===== src/rtl/interp_hold_filter.sv =====
// =============================================================================
// Module      : interp_hold_filter
// Description : Linear-interpolating upsampler (R = 2^LOG2_R) ahead of the
//               sigma-delta modulator. Optional macro INTERP_UNDERRUN_CNT_EN
//               adds a saturating underrun event counter.
// Revision    : 1.0 - initial release
// =============================================================================
`default_nettype none

module interp_hold_filter #(
    parameter int LOG2_R = 6
) (
    input  logic        clk,
    input  logic        rst,
    input  logic [15:0] in_data,
    input  logic        in_valid,
    output logic        in_ready,
    output logic [15:0] out_data,
    output logic        out_strobe,
    output logic        underrun,
    input  logic        clear_underrun
`ifdef INTERP_UNDERRUN_CNT_EN
    ,
    output logic [15:0] underrun_cnt
`endif
);

    localparam int                ACC_W   = 17 + LOG2_R;
    localparam logic [LOG2_R-1:0] c_K_MAX = {LOG2_R{1'b1}};
    localparam logic [LOG2_R-1:0] c_K_ONE = LOG2_R'(1);

    typedef enum logic [0:0] {
        S_IDLE = 1'b0,
        S_RUN  = 1'b1
    } state_t;

    state_t              r_state, w_state_nxt;
    logic [15:0]         r_a, w_a_nxt;
    logic [15:0]         r_b, w_b_nxt;
    logic [15:0]         r_nxt, w_nxt_nxt;
    logic                r_nxt_valid, w_nxt_valid_nxt;
    logic [LOG2_R-1:0]   r_k, w_k_nxt;
    logic [ACC_W-1:0]    r_acc, w_acc_nxt;
    logic                r_underrun, w_underrun_nxt;

    logic                w_accept;
    logic                w_boundary;
    logic                w_underrun_evt;
    logic [16:0]         w_diff;
    logic [ACC_W-1:0]    w_slope;
    logic [ACC_W-1:0]    w_b_scaled;

    assign w_accept       = in_valid && !r_nxt_valid;
    assign w_boundary     = (r_state == S_RUN) ? (r_k == c_K_MAX) : r_nxt_valid;
    assign w_underrun_evt = w_boundary && !r_nxt_valid;
    assign w_diff         = {r_b[15], r_b} - {r_a[15], r_a};
    assign w_slope        = {{LOG2_R{w_diff[16]}}, w_diff};
    assign w_b_scaled     = {r_b[15], r_b, {LOG2_R{1'b0}}};

    always_comb begin
        w_state_nxt     = r_state;
        w_a_nxt         = r_a;
        w_b_nxt         = r_b;
        w_nxt_nxt       = r_nxt;
        w_nxt_valid_nxt = r_nxt_valid;
        w_k_nxt         = r_k;
        w_acc_nxt       = r_acc;
        w_underrun_nxt  = r_underrun;

        if (w_boundary) begin
            // New segment starts exactly on the previous endpoint.
            w_state_nxt = S_RUN;
            w_a_nxt     = r_b;
            w_k_nxt     = '0;
            w_acc_nxt   = w_b_scaled;
            if (r_nxt_valid) begin
                w_b_nxt         = r_nxt;
                w_nxt_valid_nxt = 1'b0;
            end
        end else if (r_state == S_RUN) begin
            w_k_nxt   = r_k + c_K_ONE;
            w_acc_nxt = r_acc + w_slope;
        end

        if (w_accept) begin
            w_nxt_nxt       = in_data;
            w_nxt_valid_nxt = 1'b1;
        end

        if (w_underrun_evt) begin
            w_underrun_nxt = 1'b1;
        end else if (clear_underrun) begin
            w_underrun_nxt = 1'b0;
        end
    end

    always_ff @(posedge clk) begin
        if (rst) begin
            r_state     <= S_IDLE;
            r_a         <= '0;
            r_b         <= '0;
            r_nxt       <= '0;
            r_nxt_valid <= 1'b0;
            r_k         <= '0;
            r_acc       <= '0;
            r_underrun  <= 1'b0;
        end else begin
            r_state     <= w_state_nxt;
            r_a         <= w_a_nxt;
            r_b         <= w_b_nxt;
            r_nxt       <= w_nxt_nxt;
            r_nxt_valid <= w_nxt_valid_nxt;
            r_k         <= w_k_nxt;
            r_acc       <= w_acc_nxt;
            r_underrun  <= w_underrun_nxt;
        end
    end

    // Arithmetic shift by LOG2_R then truncation to 16 bits is this slice.
    assign out_data   = r_acc[LOG2_R +: 16];
    assign out_strobe = (r_state == S_RUN) && (r_k == '0);
    assign in_ready   = !r_nxt_valid;
    assign underrun   = r_underrun;

`ifdef INTERP_UNDERRUN_CNT_EN
    logic [15:0] r_underrun_cnt;

    always_ff @(posedge clk) begin
        if (rst) begin
            r_underrun_cnt <= '0;
        end else if (w_underrun_evt) begin
            if (clear_underrun) begin
                r_underrun_cnt <= 16'd1;
            end else if (r_underrun_cnt != 16'hFFFF) begin
                r_underrun_cnt <= r_underrun_cnt + 16'd1;
            end
        end else if (clear_underrun) begin
            r_underrun_cnt <= '0;
        end
    end

    assign underrun_cnt = r_underrun_cnt;
`endif

endmodule

`default_nettype wire


===== config.mk =====
export PLATFORM = sky130hd
export DESIGN_NAME = interp_hold_filter
export DESIGN_NICKNAME = d
export VERILOG_FILES = /design/src/rtl/interp_hold_filter.sv
export SDC_FILE = /design/constraint.sdc
export NUM_CORES = 1
export LEC_CHECK = 0
export BUFFER_PORTS_ARGS = -buffer_cell sky130_fd_sc_hd__buf_2
export CAP_MARGIN = 20
export CORE_MARGIN = 2
export CORE_UTILIZATION = 35
export CTS_CLUSTER_SIZE = 24
export DETAILED_ROUTE_END_ITERATION = 10
export GPL_TIMING_DRIVEN = 0
export HOLD_SLACK_MARGIN = 0.12
export PLACE_DENSITY_LB_ADDON = 0.25
export SLEW_MARGIN = 30
export SYNTH_ARGS = -nofsm -noshare
export SYNTH_HDL_FRONTEND = slang
export SYNTH_SLANG_ARGS = --single-unit

===== constraint.sdc =====
create_clock -name clk -period 3.87 [get_ports clk]
set_input_delay 1.161 -clock clk [delete_from_list [all_inputs] [get_ports clk]]
set_output_delay 1.161 -clock clk [all_outputs]
set_load 0.01 [all_outputs]

==> flow_summary.yaml, run 1 <==
status:
  status: "finished with violations"
  failed_checks: "setup timing"
worst_setup_path:
  crit_top_cell: "buf_4"
  slowest_delay_ps: 570
  path_max_fanout: 8
  worst-setup-path-type: "reg -> reg"
  critPathSlowestCell: "or4_1"
  crit_chain: "inv_2 > ha_4 > fa_2 > nor2b_2 > o31a_1 > o41ai_2 > o21ai_2 > buf_4 > o21a_1 > a31oi_4 > buf_4 > ha_2 > o21ai_0 > or4_1 > o221ai_2 > xnor2_2 > o22ai_1"
  end_kind: "flop"
  startpoint_type: "flop"
  arrival_ps: 4180
  cp.required_ps: 4080
placed_design:
  place_congestion: 0.908
  place_hpwl_um: 10000
  io_buffers: 38
logic_synthesis:
  synth_seq_area_share_pct: 31.9
  synthSimpleGateAreaFrac_pct: 19.5
  synthCells: 628
  ys.flop_type: "dfxtp_1"
  synth_fa_ha_area_share_pct: 11.9
  async_reset_ff_share_pct: 0
  avgSynthCellArea_um2: 7.89
  synth-compound-area-share_pct: 22.8
  synth_top_family_by_area: "compound AO/OA/AOI/OAI gates"
  synth_area_um2: 4950
  synth_mux_area_share_pct: 1.67
  synth_seq_cells: 79
  yosysWarnings: 0
  syn-num-nets: 694
  yosysUniqueCellTypes: 62
  synth-xor-area-share_pct: 5.66
  synth_edf_count: 0
detailed_routing:
  drt_iter0_drc: 243
  routed-via-count: 4573
  wire_per_inst_um: 15.1
  ant_nets: 0
  drc_errors: 0
  first_pass_iters: 7
  wl_um: 13400
  via_per_inst: 5.17
grt:
  grt_pass1_wl_um: 21700
  grt_max_degree: 14
  grt.total_usage_pct: 18.5
  grt_pass1_vias: 4418
  antenna_found_initial: 0
  grt-ovfl-total: 0
timing:
  min_period_ps: 3970
  rsz0062_at_grt: "true"
  whs_ps: 449
  relSlewSlack_pct: 50.4
  tns_ps: -255
  setup_viol_count_final: 5
  slew_violations: 0
  tightestPinTransition_ps: 744
  layout_setup_ws_ps: -102
  max_freq_ghz: 0.252
  skew_ps: 11.3
  min_period_over_period_pct: 103
  hold_viol_final: 0
pwr:
  power_density_nw_per_um2: 388
  p_leak_uw: 0.00259
  finalPower_uw: 2380
  ir_worst_vdd_uv: 186
die:
  die_area_um2: 15100
  io_pins: 39
  die_y_um: 123
  row_count: 43
  start_util_pct: 35.8
  fp.dieW_um: 123
  core_um2: 13800
hold_path:
  min_path_type: "reg -> reg"
flow_run:
  drv_cap: 0
clock_tree:
  clk_latency_ps: 350
  clock_sinks: 79
  h-tree-depth: 3
  cts.reportedPaths.clkPinSlew_ps: 70
  clk_path_buf_depth: 2
  tritoncts: "done"
  clock-root-buffer: "clkbuf_16"
  cts-buffers-inserted: 9
cells_and_area:
  nFillCells: 1353
  n_antenna_cell: 0
  final_nets: 765
  drive_above_1_share_pct: 22.2
  area_delta_synth_final_pct: 23.7
==> cell type report <==
cell class | instances | area [um2] | share of cell area, %
Tap cell | 180 | 225 | 3.67
Buffer | 39 | 206 | 3.37
Clock buffer | 11 | 233 | 3.80
Multi-Input combinational cell | 479 | 3330 | 54.3
Timing Repair Buffer | 61 | 370 | 6.04
Clock inverter | 5 | 57.6 | 0.939
Sequential cell | 79 | 1590 | 26.0
Inverter | 30 | 113 | 1.84
==> sequential cells by signal, summed over array words and instances, names as in the netlist <==
register / count
r_nxt: 16
underrun: 1
r_acc: 22
r_a: 16
r_k: 6
r_state: 1
r_nxt_valid: 1
r_b: 16
==> kinds of logic after synthesis <==
family / count (synthesis)
and+or+nand+nor: 217
AOI/OAI and AO/OA: 176
DFF: 79
buffers and inverters: 70
adders and majority gates: 46
xor gates and xnor gates: 32
muxes: 8
==> placed cells by master (no fill, tap or decap), types with 4 or more instances in the layout <==
| cell type | n |
|---|---|
| a211oi_1 | 6 |
| a21o_1 | 15 |
| a21oi_1 | 68 |
| a21oi_2 | 8 |
| a222oi_1 | 5 |
| a22oi_1 | 8 |
| and3_1 | 4 |
| buf_2 | 38 |
| buf_4 | 37 |
| clkbuf_1 | 24 |
| clkbuf_16 | 9 |
| dfxtp_1 | 73 |
| dfxtp_2 | 4 |
| ha_1 | 35 |
| ha_4 | 6 |
| inv_1 | 25 |
| inv_2 | 5 |
| mux2i_1 | 6 |
| nand2_1 | 116 |
| nand2b_1 | 9 |
| nand3_1 | 5 |
| nor2_1 | 41 |
| nor2b_1 | 4 |
| nor3_1 | 9 |
| o21a_1 | 4 |
| o21ai_0 | 15 |
| o22ai_1 | 9 |
| xnor2_1 | 13 |
| xnor2_2 | 6 |
| xor2_1 | 12 |
==> routing by layer <==
| metal | routed length (um) | vias to the layer above | global-route usage [%] | part of all wire (%) |
|---|---|---|---|---|
| met5 | 0 | - | 0 | 0 |
| met4 | 376 | 0 | 8.55 | 2.8 |
| met3 | 542 | 26 | 3.04 | 4.1 |
| met2 | 6130 | 96 | 29.8 | 46 |
| met1 | 6310 | 2118 | 24.1 | 47 |
| li1 | - | 2333 | - | - |
==> power breakdown <==
group / switching [uW] / leakage (uW) / internal, uW
registers: 32.4 / 0.000645 / 846
clock network: 343 / 0.000144 / 501
logic: 358 / 0.00180 / 296
==> worst max-delay path, delay by kind of cell, from the launching register on <==
kind	cells	cell delay, ps
compound gates	8	1310
xor+xnor	1	150
fa+ha+maj	3	930
buf+inv	3	350
flops	1	360
simple gates	2	720
==> through the flow <==
step	worst slack, ps	area (um2)	std cells	utilization (%)
after floorplan	80.0	4960	628	-
after global placement	-514	5370	846	38.9
after detailed placement	-599	5380	846	38.9
after CTS	-74.4	5950	874	43.0
after global routing	-262	6130	884	44.3
final	-102	6130	884	44.3
==> final timing paths <==
kind	start	endpoint	slack, ps	depth (start not counted)
setup / recovery	r_b[0]	r_acc[20]	-100	17
hold / removal	r_nxt[10]	r_b[10]	450	2
setup reg to reg	r_b[0]	r_acc[20]	-100	17
hold reg to reg	r_nxt[10]	r_b[10]	450	2
==> synth_stat cells, types with 3 or more instances <==
library cell | number | area share, %
nor2_1 | 44 | 3.3
o22ai_1 | 10 | 1.3
nor3_1 | 10 | 1.0
a211oi_1 | 7 | 1.1
nand2b_1 | 9 | 1.1
o21ai_0 | 19 | 1.9
o31a_1 | 3 | 0.53
a21o_1 | 15 | 2.3
clkbuf_1 | 23 | 1.7
o21a_1 | 4 | 0.61
buf_4 | 16 | 2.4
ha_1 | 44 | 11
nand2_1 | 117 | 8.9
a21oi_1 | 76 | 7.7
nor3b_1 | 3 | 0.45
nand3_1 | 6 | 0.61
inv_1 | 30 | 2.3
a31oi_1 | 5 | 0.63
and3_1 | 4 | 0.51
nand4_1 | 3 | 0.38
a22oi_1 | 8 | 1.2
nor2b_1 | 6 | 0.76
a222oi_1 | 5 | 1.0
xnor2_1 | 19 | 3.4
dfxtp_1 | 79 | 32
mux2i_1 | 6 | 1.2
xor2_1 | 13 | 2.3
==> repair_timing <==
action | CTS | global route
hold buffers | 0 | 0
endpoints found under the setup margin | 9 | 10
resized for setup | 37 | 29
pin swaps | 30 | 39
cloned | 0 | 0
buffers inserted | 13 | 10
No activity file was read; power rests on OpenSTA's default activity.
==> inputs of run 2 (changes only) <==
CORE_UTILIZATION = 31   (was 35)
==> flow_summary.yaml, run 2 (synthesized netlist as in run 1, its figures left out) <==
detailed_routing:
  met3_length_um: 544
  first_pass_iters: 5
  wire_per_inst_um: 14.9
  wl_met1_um: 6450
  drt_iter0_drc: 223
  ant_nets: 0
  routed-via-count: 4592
  wl_met2_um: 6400
  via_per_inst: 5.01
  maxUsedRoutingLayer: "met4"
  wl_um: 13600
  drc_errors: 0
timing:
  skew_ps: 5.76
  hold_viol_final: 0
  setup_viol_count_final: 1
  min_period_over_period_pct: 101
  tightestPinTransition_ps: 788
  rsz0062_at_grt: "true"
  layout_setup_ws_ps: -28.0
  max_freq_ghz: 0.257
  relSlewSlack_pct: 47.3
  slew_violations: 0
  min_period_ps: 3900
clock_tree:
  cts-buffers-inserted: 9
  tritoncts: "done"
  clock-root-buffer: "clkbuf_16"
  h-tree-depth: 3
  clock_sinks: 79
  clk_path_buf_depth: 2
  cts.reportedPaths.clkPinSlew_ps: 60
  clk_latency_ps: 340
cells_and_area:
  stdcell_area_um2: 6160
  finalNonFillerCells: 916
  final_nets: 762
  post-route-util_pct: 39.1
  largest_reg_flops: 22
  mostFrequentLayoutCell: "nand2_1"
  regMostFlops: "r_acc"
  nFillCells: 1652
  mostFrequentLayoutCells: "nand2_1 (114), dfxtp_1 (72), a21oi_1 (68)"
  n_antenna_cell: 0
  area_delta_synth_final_pct: 24.4
  drive_above_1_share_pct: 21.3
worst_setup_path:
  cp.required_ps: 4070
  end_kind: "flop"
  slowest_delay_ps: 360
  arrival_ps: 4090
  critPathTopFamily: "compound AO/OA/AOI/OAI gates"
  worst-setup-path-type: "reg -> reg"
  r2r_slack_ps: -30
  crit_buf_inv: 0
  crit_top_cell: "a21o_1"
  critPathSlowestCell: "dfxtp_4"
  path_max_fanout: 4
  crit_chain: "ha_4 > nor2b_4 > o21a_1 > o21a_1 > o211ai_1 > a21oi_2 > o31ai_4 > mux2i_1 > nand3_2 > ha_4 > a21o_1 > a21o_1 > a21o_1 > a21o_1 > a211oi_2 > o221ai_2 > xnor2_1 > o22ai_1"
  startpoint_type: "flop"
status:
  status: "finished with violations"
  failed_checks: "setup timing"
grt:
  grt_pass1_vias: 4441
  grt_pass1_wl_um: 21900
  grt-ovfl-total: 0
  grt_max_degree: 14
  antenna_found_initial: 0
  grt.total_usage_pct: 16.6
die:
  start_util_pct: 31.4
  die_y_um: 130
  io_pins: 39
  die_area_um2: 17000
  core_um2: 15800
  fp.dieW_um: 130
  row_count: 46
pwr:
  power_density_nw_per_um2: 400
  ir_worst_vdd_uv: 173
  p_leak_uw: 0.00259
placed_design:
  post-place-cells: 882
  place_congestion: 0.892
  io_buffers: 38
  pre_cts_ws_ps: -519
  place_hpwl_um: 10200
  dpl_cell_area_um2: 5430
hold_path:
  min_path_type: "reg -> reg"
flow_run:
  drv_cap: 0
[run 2: changes by cell type in the layout (fill, tap and decap cells not counted), sizes merged]
cell / delta
clkinv: -2
buf: -3
bufinv: +1
[run 2: worst register-to-register path, stage by stage (launching register included)]
cell	delay [ps]
dfxtp_4	360
ha_4	240
nor2b_4	120
o21a_1	190
o21a_1	210
o211ai_1	240
a21oi_2	130
o31ai_4	310
mux2i_1	250
nand3_2	130
ha_4	270
a21o_1	180
a21o_1	150
a21o_1	150
a21o_1	180
a211oi_2	200
o221ai_2	150
xnor2_1	190
o22ai_1	100
[run 2: area by class of cell]
| class | instances | area (um2) | area share [%] |
|---|---|---|---|
| multi-input combinational | 479 | 3290 | 53.5 |
| sequential | 79 | 1600 | 25.9 |
| timing repair buffer | 58 | 353 | 5.73 |
| tap | 216 | 270 | 4.39 |
| clock buffer | 11 | 253 | 4.10 |
| buffer | 39 | 206 | 3.35 |
| inverter | 30 | 113 | 1.83 |
| clock inverter | 4 | 77.6 | 1.26 |
[run 2: path summary, 6_finish.rpt]
kind,cells after the start,startpoint,to
worst max-delay path,18,r_b[1],r_acc[20]
worst min-delay path,2,r_nxt[0],r_b[0]
worst max register to register,18,r_b[1],r_acc[20]
worst min register to register,2,r_nxt[0],r_b[0]
[run 2: report_power, final]
group          leakage [uW]  internal (uW)  switching [uW]  total (uW)
logic               0.00178            283             353         636
registers          0.000645            846            32.7         878
clock network      0.000162            600             349         949
total               0.00259           1730             734        2460
[run 2: per-stage QoR]
stage	setup TNS, ps	total power [uW]	hold WS [ps]
final	-28.0	2460	450
after global routing	-798	2580	475
after CTS	-276	2440	456
after detailed placement	-2360	1430	447
after global placement	-1970	1420	443
after floorplan	0	1290	432
[run 2: routing by layer]
metal	vias to the layer above	global-route usage, %
li1	2332	-
met1	2159	21.6
met2	84	28.1
met3	17	2.24
met4	0	6.26
met5	-	0
[run 2: what timing repair did]
item	in CTS	in global routing
hold buffers	0	0
gates cloned	0	0
endpoints found under the setup margin	9	11
resized for setup	33	30
pin swaps	27	33
setup buffers	13	7
==> inputs of run 3 (changes only) <==
==> constraint.sdc (replaced) <==
create_clock -name clk -period 3.87 [get_ports clk]
set_input_delay 0 -clock clk [delete_from_list [all_inputs] [get_ports clk]]
set_output_delay 0 -clock clk [all_outputs]
set_load 0.01 [all_outputs]
==> flow_summary.yaml, run 3 (synthesized netlist as in run 1, its figures left out) <==
timing:
  tightestPinTransition_ps: 768
  min_period_over_period_pct: 101
  max_freq_ghz: 0.257
  relSlewSlack_pct: 48.6
  min_period_ps: 3890
  layout_setup_ws_ps: -21.5
  hold_viol_final: 0
  slew_violations: 0
  setup_viol_count_final: 1
  rsz0062_at_grt: "true"
  skew_ps: 6.03
cells_and_area:
  final_nets: 786
  regMostFlops: "r_acc"
  stdcell_area_um2: 6400
  n_antenna_cell: 0
  mostFrequentLayoutCells: "nand2_1 (114), dfxtp_1 (72), a21oi_1 (68)"
  largest_reg_flops: 22
  post-route-util_pct: 40.6
  drive_above_1_share_pct: 20.6
  finalNonFillerCells: 940
  area_delta_synth_final_pct: 29.2
  mostFrequentLayoutCell: "nand2_1"
clock_tree:
  tritoncts: "done"
  clk_path_buf_depth: 2
  clock-root-buffer: "clkbuf_16"
  cts-buffers-inserted: 9
  clk_latency_ps: 340
  cts.reportedPaths.clkPinSlew_ps: 60
  clock_sinks: 79
  h-tree-depth: 3
die:
  start_util_pct: 31.4
  io_pins: 39
  row_count: 46
  die_area_um2: 17000
  core_um2: 15800
  die_y_um: 130
  fp.dieW_um: 130
pwr:
  power_density_nw_per_um2: 388
  p_leak_uw: 0.00270
  ir_worst_vdd_uv: 179
status:
  failed_checks: "setup timing"
  status: "finished with violations"
grt:
  use_met3_pct: 2.16
  met1_usage_pct: 21.7
  antenna_found_initial: 0
  grt_pass1_wl_um: 22200
  grt_busiest_layer: "met2"
  met2_usage_pct: 28.6
  grt-ovfl-total: 0
  grt.total_usage_pct: 16.8
  grt_max_degree: 14
  grt_pass1_vias: 4550
placed_design:
  post-place-cells: 882
  dpl_cell_area_um2: 5430
  io_buffers: 38
  place_hpwl_um: 10200
  place_congestion: 0.892
worst_setup_path:
  path_max_fanout: 4
  startpoint_type: "flop"
  worst-setup-path-type: "reg -> reg"
  end_kind: "flop"
  cp.required_ps: 4070
  arrival_ps: 4090
detailed_routing:
  ant_nets: 0
  first_pass_iters: 5
  drc_errors: 0
  via_per_inst: 4.99
  drt_iter0_drc: 216
  wl_um: 13800
  wire_per_inst_um: 14.7
  routed-via-count: 4686
hold_path:
  min_path_type: "in -> reg"
flow_run:
  drv_cap: 0
run 3: changes by cell type in the layout (fill, tap and decap cells not counted):
| cell | change |
|---|---|
| dlygate4sd3_1 | +24 |
run 3: worst paths after layout:
kind	start	endpoint	slack, ps	cells past startpoint
worst min-delay path	in_valid	r_nxt[15]	250	5
worst max-delay path	r_b[1]	r_acc[20]	-20	18
worst max register to register	r_b[1]	r_acc[20]	-20	18
worst min register to register	r_nxt[3]	r_b[3]	450	2
run 3: worst max-delay path: stages, from the launching register on:
cell	delay, ps
dfxtp_4	360
ha_4	240
nor2b_4	120
o21a_1	190
o21a_1	210
o211ai_1	240
a21oi_2	130
o31ai_4	310
mux2i_1	250
nand3_2	130
ha_4	270
a21o_1	180
a21o_1	150
a21o_1	150
a21o_1	180
a211oi_2	200
o221ai_2	150
xnor2_1	190
o22ai_1	100
run 3: what timing repair did:
action | in CTS | in global routing
buffers inserted | 13 | 7
pin swaps | 27 | 33
hold endpoints to repair | 20 | 0
setup endpoints to repair | 9 | 11
resized for setup | 33 | 30
hold buffers | 24 | 0
run 3: cell type report:
| cell class | count | area (um2) |
|---|---|---|
| clock buffers | 11 | 253 |
| fillers | 1628 | 9370 |
| flip-flops and latches | 79 | 1600 |
| well taps | 216 | 270 |
| repair buffers | 82 | 593 |
| plain buffers | 39 | 206 |
| clock inverters | 4 | 77.6 |
| multi-input cells | 479 | 3290 |
| inverters | 30 | 113 |
run 3: metrics by stage:
step                      hold WS (ps)  worst slack, ps  TNS [ps]  total power [uW]
after global placement             241             -511     -1970              1420
after global routing               311             -184      -798              2600
after detailed placement           248             -519     -2360              1430
after CTS                          251            -71.7      -276              2460
after floorplan                    136             80.0         0              1290
final                              254            -21.5     -21.5              2480
run 3: power breakdown:
part / internal (uW) / leakage [uW] / switching, uW / total [uW]
Clock: 600 / 0.000162 / 350 / 950
Sequential: 846 / 0.000645 / 32.7 / 878
Combinational: 299 / 0.00190 / 355 / 654
run 3: metal layers:
metal	vias to the layer above	wire length [um]
met5	-	0
met4	0	244
met3	19	421
met2	85	6490
met1	2208	6620
li1	2374	-
